===== config.mk =====
export PLATFORM = sky130hd
export DESIGN_NAME = mem_port_master
export DESIGN_NICKNAME = d
export VERILOG_FILES = /design/src/rtl/mem_port_master.sv
export SDC_FILE = /design/constraint.sdc
export NUM_CORES = 1
export LEC_CHECK = 0
export CORE_MARGIN = 10
export CORE_UTILIZATION = 34
export CTS_CLUSTER_DIAMETER = 30
export DETAILED_ROUTE_END_ITERATION = 6
export GPL_ROUTABILITY_DRIVEN = 0
export PLACE_DENSITY = 0.72
export SYNTH_ARGS = -nofsm -noshare
export SYNTH_HDL_FRONTEND = slang
export SYNTH_SLANG_ARGS = --single-unit

===== constraint.sdc =====
create_clock -name clk -period 2.3 [get_ports clk]
set_input_delay 0.46 -clock clk [delete_from_list [all_inputs] [get_ports clk]]
set_output_delay 0.46 -clock clk [all_outputs]
set_load 0.05 [all_outputs]

===== src/rtl/mem_port_master.sv =====
// Memory port master: streams words into or out of a single-port RAM.
// Optional running checksum enabled by MEM_PORT_MASTER_CHECKSUM_EN.
module mem_port_master #(
  parameter int ADDR_W = 14,
  parameter int DATA_W = 16
) (
  input  logic              clk,
  input  logic              rst_n,
  input  logic              cmd_valid,
  output logic              cmd_ready,
  input  logic              cmd_write,
  input  logic [ADDR_W-1:0] cmd_base,
  input  logic [ADDR_W:0]   cmd_count,
  input  logic              wr_valid,
  output logic              wr_ready,
  input  logic [DATA_W-1:0] wr_data,
  output logic              rd_valid,
  input  logic              rd_ready,
  output logic [DATA_W-1:0] rd_data,
  output logic [ADDR_W-1:0] mem_address,
  output logic [DATA_W-1:0] mem_in,
  output logic              mem_load,
  input  logic [DATA_W-1:0] mem_out,
  output logic              busy,
  output logic              done
`ifdef MEM_PORT_MASTER_CHECKSUM_EN
  ,
  output logic [DATA_W-1:0] checksum
`endif
);

  typedef enum logic [2:0] {
    S_IDLE,
    S_WR,
    S_RD_REQ,
    S_RD_WAIT,
    S_RD_HOLD,
    S_DONE
  } state_e;

  localparam logic [ADDR_W:0] MAX_CNT = {1'b1, {ADDR_W{1'b0}}};
  localparam logic [ADDR_W:0] ONE     = {{ADDR_W{1'b0}}, 1'b1};

  state_e              state_q, state_d;
  logic [ADDR_W-1:0]   base_q, base_d;
  logic [ADDR_W:0]     count_q, count_d;
  logic [ADDR_W:0]     idx_q, idx_d;
  logic [DATA_W-1:0]   rd_data_q, rd_data_d;
  logic [ADDR_W:0]     cnt_sat;
  logic [ADDR_W:0]     idx_inc;
`ifdef MEM_PORT_MASTER_CHECKSUM_EN
  logic [DATA_W-1:0]   sum_q, sum_d;
`endif

  assign cnt_sat     = (cmd_count > MAX_CNT) ? MAX_CNT : cmd_count;
  assign idx_inc     = idx_q + ONE;
  assign mem_address = base_q + idx_q[ADDR_W-1:0];
  assign mem_in      = (state_q == S_WR) ? wr_data : '0;
  assign rd_data     = rd_data_q;
`ifdef MEM_PORT_MASTER_CHECKSUM_EN
  assign checksum    = sum_q;
`endif

  // next-state, datapath updates and handshake outputs
  always_comb begin
    state_d   = state_q;
    base_d    = base_q;
    count_d   = count_q;
    idx_d     = idx_q;
    rd_data_d = rd_data_q;
`ifdef MEM_PORT_MASTER_CHECKSUM_EN
    sum_d     = sum_q;
`endif
    cmd_ready = 1'b0;
    wr_ready  = 1'b0;
    rd_valid  = 1'b0;
    mem_load  = 1'b0;
    done      = 1'b0;
    busy      = 1'b1;
    unique case (state_q)
      S_IDLE: begin
        busy      = 1'b0;
        cmd_ready = 1'b1;
        if (cmd_valid) begin
          base_d  = cmd_base;
          count_d = cnt_sat;
          idx_d   = '0;
`ifdef MEM_PORT_MASTER_CHECKSUM_EN
          sum_d   = '0;
`endif
          if (cnt_sat == '0) state_d = S_DONE;
          else if (cmd_write) state_d = S_WR;
          else state_d = S_RD_REQ;
        end
      end
      S_WR: begin
        wr_ready = 1'b1;
        mem_load = wr_valid;
        if (wr_valid) begin
          idx_d = idx_inc;
`ifdef MEM_PORT_MASTER_CHECKSUM_EN
          sum_d = sum_q + wr_data;
`endif
          if (idx_inc == count_q) state_d = S_DONE;
        end
      end
      S_RD_REQ: begin
        state_d = S_RD_WAIT;
      end
      S_RD_WAIT: begin
        rd_data_d = mem_out;
        state_d   = S_RD_HOLD;
      end
      S_RD_HOLD: begin
        rd_valid = 1'b1;
        if (rd_ready) begin
          idx_d = idx_inc;
`ifdef MEM_PORT_MASTER_CHECKSUM_EN
          sum_d = sum_q + rd_data_q;
`endif
          if (idx_inc == count_q) state_d = S_DONE;
          else state_d = S_RD_REQ;
        end
      end
      S_DONE: begin
        done    = 1'b1;
        state_d = S_IDLE;
      end
      default: state_d = S_IDLE;
    endcase
    // a reset cycle must never write memory or accept write data
    if (!rst_n) begin
      mem_load = 1'b0;
      wr_ready = 1'b0;
    end
  end

  // state and datapath registers with synchronous reset
  always_ff @(posedge clk) begin
    if (!rst_n) begin
      state_q   <= S_IDLE;
      base_q    <= '0;
      count_q   <= '0;
      idx_q     <= '0;
      rd_data_q <= '0;
`ifdef MEM_PORT_MASTER_CHECKSUM_EN
      sum_q     <= '0;
`endif
    end else begin
      state_q   <= state_d;
      base_q    <= base_d;
      count_q   <= count_d;
      idx_q     <= idx_d;
      rd_data_q <= rd_data_d;
`ifdef MEM_PORT_MASTER_CHECKSUM_EN
      sum_q     <= sum_d;
`endif
    end
  end

endmodule


=== Yosys cells after proc, flatten, opt, wreduce, memory -nomap -nowiden ===
Index checks and enable logic that the tools add are counted.

* Flip-flop bits (word level): 63
* Output and inout bits: 52
* Bits of input ports: 67

* Add/sub/neg operators: 2
* Reductions and logical operators: 6
* Muxes and demuxes: 22
* Eq/ne operators: 10
* Order comparisons: 1

{| class="wikitable"
|+ Operators by type and width
! operator !! number
|-
| 15-bit two-way mux || 4
|-
| 15-bit case mux with 3 select lines || 1
|-
| 3-bit two-way mux || 6
|-
| 16-bit two-way mux || 1
|-
| 15-bit by 1-bit adder with 15-bit output, second input constant || 1
|-
| 15-bit == test || 1
|-
| 15-bit greater-than comparator, second input constant || 1
|-
| 15-bit logical NOT || 1
|-
| 3-bit case mux with 5 select lines || 1
|-
| 14-bit adder || 1
|-
| 1-bit two-way mux || 8
|-
| 4-bit AND reduction || 2
|-
| 3-bit by 2-bit == test with 1-bit output, second input constant || 2
|-
| 3-bit == test, second input constant || 2
|-
| 2-bit inequality test, second input constant || 3
|-
| 3-bit by 1-bit == test with 1-bit output, second input constant || 1
|-
| 3-bit logical NOT || 1
|-
| 3-bit nonzero test || 1
|-
| 2-bit two-way mux || 1
|-
| 2-bit by 1-bit inequality test with 1-bit output, second input constant || 1
|-
| 2-bit AND reduction || 1
|}

=== Depth between registers and ports, before layout ===
* Word-level depth: 6
* Gate-level depth with buffers: 10

=== Worst setup path after synthesis ===
No wires, ideal clock.

* Path kind: reg-to-output
* Start: register idx_q[1]
* End: output mem_address[13]
* Arrival time: 2.551 ns
* Cell stages (with the launch flop): 9
* Slack: -0.711 ns
* Required time: 1.840 ns
* Path buffers: 0
* Cell sequence: dfxtp_1 -> ha_1 -> a211oi_1 -> o21ai_0 -> a31oi_1 -> a2111oi_0 -> o21a_1 -> nor2_1 -> xnor2_1

* Word-level cells in the longest chain between the ends: 1

{| class="wikitable"
|+ RTL lines
! item !! line !! text
|-
| start, declared || 47 || <nowiki>logic [ADDR_W:0] idx_q, idx_d;</nowiki>
|-
| start signal, assigned || 153 || <nowiki>idx_q <= idx_d;</nowiki>
|-
| 14-bit adder || 57 || <nowiki>assign mem_address = base_q + idx_q[ADDR_W-1:0];</nowiki>
|-
| end, declared || 20 || <nowiki>output logic [ADDR_W-1:0] mem_address,</nowiki>
|}

No other way between the ends.

=== Worst setup path in the final report ===
Same ends and word-level chain as after synthesis.

==> tab_implementation.tex <==
\begin{tabular}{lr}
\hline
Metric & Value \\
\hline
\multicolumn{2}{l}{\textbf{STA}} \\
\quad Least setup slack across all paths after layout & -0.681 ns \\
\quad Setup repair after global routing missed its margin & yes \\
\quad Final-layout worst hold slack & 0.459 ns \\
\quad Slew Viols, Final & 0 \\
\quad Post-route minimum period & 2.98 ns \\
\quad Final Hold Violating Endpoints & 0 \\
\quad Max frequency & roughly 340 MHz \\
\quad Relative slew margins & 62.8\% \\
\quad Fin crit share & 130\% \\
\quad Transition time of the tightest slew-check pin & 0.558 ns \\
\quad Final setup skew & about 0.0038 ns \\
\quad Final setup viols & 14 \\
\multicolumn{2}{l}{\textbf{CTS}} \\
\quad Clock sink total & 63 \\
\quad Clock tree buffer depth & 2 \\
\quad Number of CTS-inserted buffers & 9 \\
\quad Source-to-sink clock delay at the later pin of the worst-skew pair & 0.34 ns \\
\quad Hold-fix buffer count after cts & 0 \\
\quad Clk root buf & clkbuf\_16 \\
\quad CTS HTree Levels & 3 \\
\quad Clock-pin transition on the worst setup and hold timing paths & 0.06 ns \\
\quad Clock tree from TritonCTS & done \\
\multicolumn{2}{l}{\textbf{Routing}} \\
\quad Number of design-rule violations left by the first detailed-router iteration & 283 \\
\quad Detail-routed via count per cell & 5.28 \\
\quad Number of iterations in the first detailed-routing pass & 5 \\
\quad DR vias & 4396 \\
\quad Post-route DRC violation count & 0 \\
\quad DRT Wirelength & 14200 µm \\
\quad Antenna-violating nets left & 0 \\
\quad Wire length per cell after detailed routing & 17.0 µm \\
\multicolumn{2}{l}{\textbf{Hold path}} \\
\quad Worst hold path depth & 2 \\
\quad Hold path startpoint & rd\_data[10] \\
\quad Hold/Removal Path Class & register to register \\
\quad End point of the worst hold path & rd\_data[10] \\
\multicolumn{2}{l}{\textbf{Setup path}} \\
\quad CP Class & register to output port \\
\quad R2R depth & 10 \\
\quad Start of the worst register-to-register path & idx\_q[1] \\
\quad Worst endpoint required time & 1.84 ns \\
\quad Internal reg-to-reg setup slack & -0.11 ns \\
\quad Reg-to-reg endpoint & state\_q[1] \\
\quad Endpoint kind of the worst setup timing path & output port \\
\quad Endpoint arrival time on the critical path & about 2.5 ns \\
\quad Worst setup SP type & register \\
\quad Highest fanout seen on the critical path & 2 \\
\multicolumn{2}{l}{\textbf{Job}} \\
\quad Max-cap check violation count & 0 \\
\multicolumn{2}{l}{\textbf{Cells and area}} \\
\quad Fraction of final layout cells with drive strength greater than 1 & between 20\% and 30\% \\
\quad Area of all placed cells without fillers & 6840 µm² \\
\quad Diode insertion count for antenna repair & 0 \\
\quad Commonest non-fill, non-tap cell in the layout & clkdlybuf4s50\_1 \\
\quad Highest-count cells in the layout ignoring fill and taps & clkdlybuf4s50\_1 (82), nand2\_1 (79), buf\_4 (76), dfxtp\_1 (50), a21boi\_0 (44) \\
\quad Area grow syn2layout & 73.8\% \\
\quad Fin nets & roughly 770 \\
\quad Post-layout instance count excluding filler cells & between 800 and 900 \\
\multicolumn{2}{l}{\textbf{Global route}} \\
\quad Largest net degree at the start of global routing & 39 \\
\quad GR Util All Layers & roughly 17\% \\
\quad Number of global-route vias before repair & around 4600 \\
\quad Number of antenna violations at the first check in global routing & 0 \\
\quad Global-route wire length before repair & 22500 µm \\
\quad Global-route congestion overflow total & 0 \\
\multicolumn{2}{l}{\textbf{Synth}} \\
\quad Mean instance size in the synthesized netlist & 7.76 µm² \\
\quad Yosys warning total & 0 \\
\quad Count of flip-flops with a built-in enable after synthesis & 0 \\
\quad Sequential fraction of the synthesis area & 32.1\% \\
\quad Post-synth net total & approximately 590 \\
\quad Number of distinct library cell variants in the gate-level netlist after synthesis & 56 \\
\quad Most used DFF post-synth & dfxtp\_1 \\
\quad Count of state elements after synthesis & 63 \\
\quad FFs w/ async S/R, synth & 0\% \\
\quad Cell Area, Synth & between 3000 and 4000 µm² \\
\quad Post-Synthesis Cells & around 510 \\
\multicolumn{2}{l}{\textbf{Floorplanning}} \\
\quad Die ar. & 16300 µm² \\
\quad Core Box Area & roughly 11000 µm² \\
\quad Std-Cell Rows & 39 \\
\quad Die span in x & 128 µm \\
\quad Effective utilization at floorplan & 34.6\% \\
\quad I/O pins & 119 \\
\quad Vertical die dimension & 128 µm \\
\multicolumn{2}{l}{\textbf{Power}} \\
\quad Total power after layout & 4.41 mW \\
\quad Pwr per Cell Area & 645 nW/µm² \\
\quad Worst-case vdd ir drop & 386 µV \\
\quad Cell leakage power & 2.69 nW \\
\multicolumn{2}{l}{\textbf{Place}} \\
\quad Quantity of I/O buffers inserted on ports & about 120 \\
\quad Placed Instances & 799 \\
\quad Detail Placement HPWL & 10200 µm \\
\quad Post-Place Worst Slack & -0.471 ns \\
\quad Area after detailed placement & $\sim$6100 µm² \\
\multicolumn{2}{l}{\textbf{Run status}} \\
\quad Failing checks & setup timing \\
\quad Outcome & finished, violations left \\
\hline
\end{tabular}
==> registers in the layout, indices dropped and copies added, names as in the netlist <==
signal,flops
idx_q,15
rd_data,16
state_q,3
count_q,15
base_q,14
==> stage by stage <==
stage | setup TNS, ns | util [%]
finish | -4.82 | 60.2
CTS | -4.05 | 58.7
global route | -6.08 | 60.2
global placement | -3.23 | 53.5
detailed placement | -4.07 | 53.5
floorplan | -1.02 | -
==> kinds of logic after synthesis <==
logic type | Yosys count | synth area share (%)
AOI/OAI and AO/OA | 130 | 22.7
xor gates and xnor gates | 28 | 6.23
adders and majority gates | 15 | 4.96
buffers and inverters | 47 | 4.71
DFF | 63 | 32.1
muxes | 2 | 0.509
and+or+nand+nor | 222 | 28.8
==> critical path, stage by stage, from the launching register on <==
cell	delay [ns]
dfxtp_4	0.35
ha_4	0.25
a211oi_2	0.28
o21ai_2	0.14
a31oi_4	0.24
a2111oi_2	0.10
buf_4	0.16
o21a_1	0.18
nor2_2	0.17
xnor2_2	0.15
buf_12	0.16
==> worst max path at each step <==
| stage | start | cells past startpoint | endpoint |
|---|---|---|---|
| after global placement | base_q[1] | 10 | mem_address[13] |
| after floorplan | base_q[3] | 8 | mem_address[13] |
| after global routing | idx_q[0] | 10 | mem_address[12] |
| final | idx_q[1] | 10 | mem_address[13] |
| after detailed placement | base_q[1] | 10 | mem_address[13] |
| after CTS | idx_q[0] | 10 | mem_address[12] |
==> power by group <==
group / internal [mW] / leakage (nW) / total, mW / switching [mW]
Clock: 0.982 / 0.159 / 1.50 / 0.521
Sequential: 1.17 / 0.518 / 1.23 / 0.0634
Combinational: 0.754 / 2.02 / 1.67 / 0.921
==> synthesized netlist by cell type (6+ instances only) <==
cell / count / area share, %
buf_2: 6 / 0.76
a21boi_0: 44 / 8.4
and2_1: 26 / 4.1
a21oi_1: 17 / 2.2
or3_1: 10 / 1.6
nor3_1: 13 / 1.7
ha_1: 14 / 4.5
nor2_1: 31 / 3.0
clkbuf_1: 26 / 2.5
xnor2_1: 18 / 4.0
nand3_1: 10 / 1.3
inv_1: 14 / 1.3
xor2_1: 10 / 2.2
nor2b_1: 16 / 2.5
a22oi_1: 12 / 2.3
dfxtp_1: 63 / 32
nand2_1: 80 / 7.6
o21ai_0: 22 / 2.8
==> repair_timing <==
item                                    4_1_cts  5_1_grt
resized for setup                            43       23
endpoints found under the setup margin       15       35
buffers inserted                             11        8
pin swaps                                    21       13
==> area by class of cell <==
| class | count | area (µm²) |
|---|---|---|
| multi-input cells | 397 | 2880 |
| clock buffers | 10 | 239 |
| well taps | 143 | 179 |
| repair buffers | 199 | 2120 |
| fillers | 964 | 4530 |
| flip-flops and latches | 63 | 1280 |
| clock inverters | 6 | 93.8 |
| inverters | 14 | 52.6 |
==> per-layer routing <==
| layer | vias to the layer above | global-route usage, % | wire length (µm) |
|---|---|---|---|
| li1 | 2123 | - | - |
| met1 | 2038 | 16.6 | 5060 |
| met2 | 198 | 28.6 | 6950 |
| met3 | 37 | 9.18 | 1780 |
| met4 | 0 | 7.62 | 391 |
| met5 | - | 0 | 0 |
Note: power is estimated with default switching activity, not from simulation.
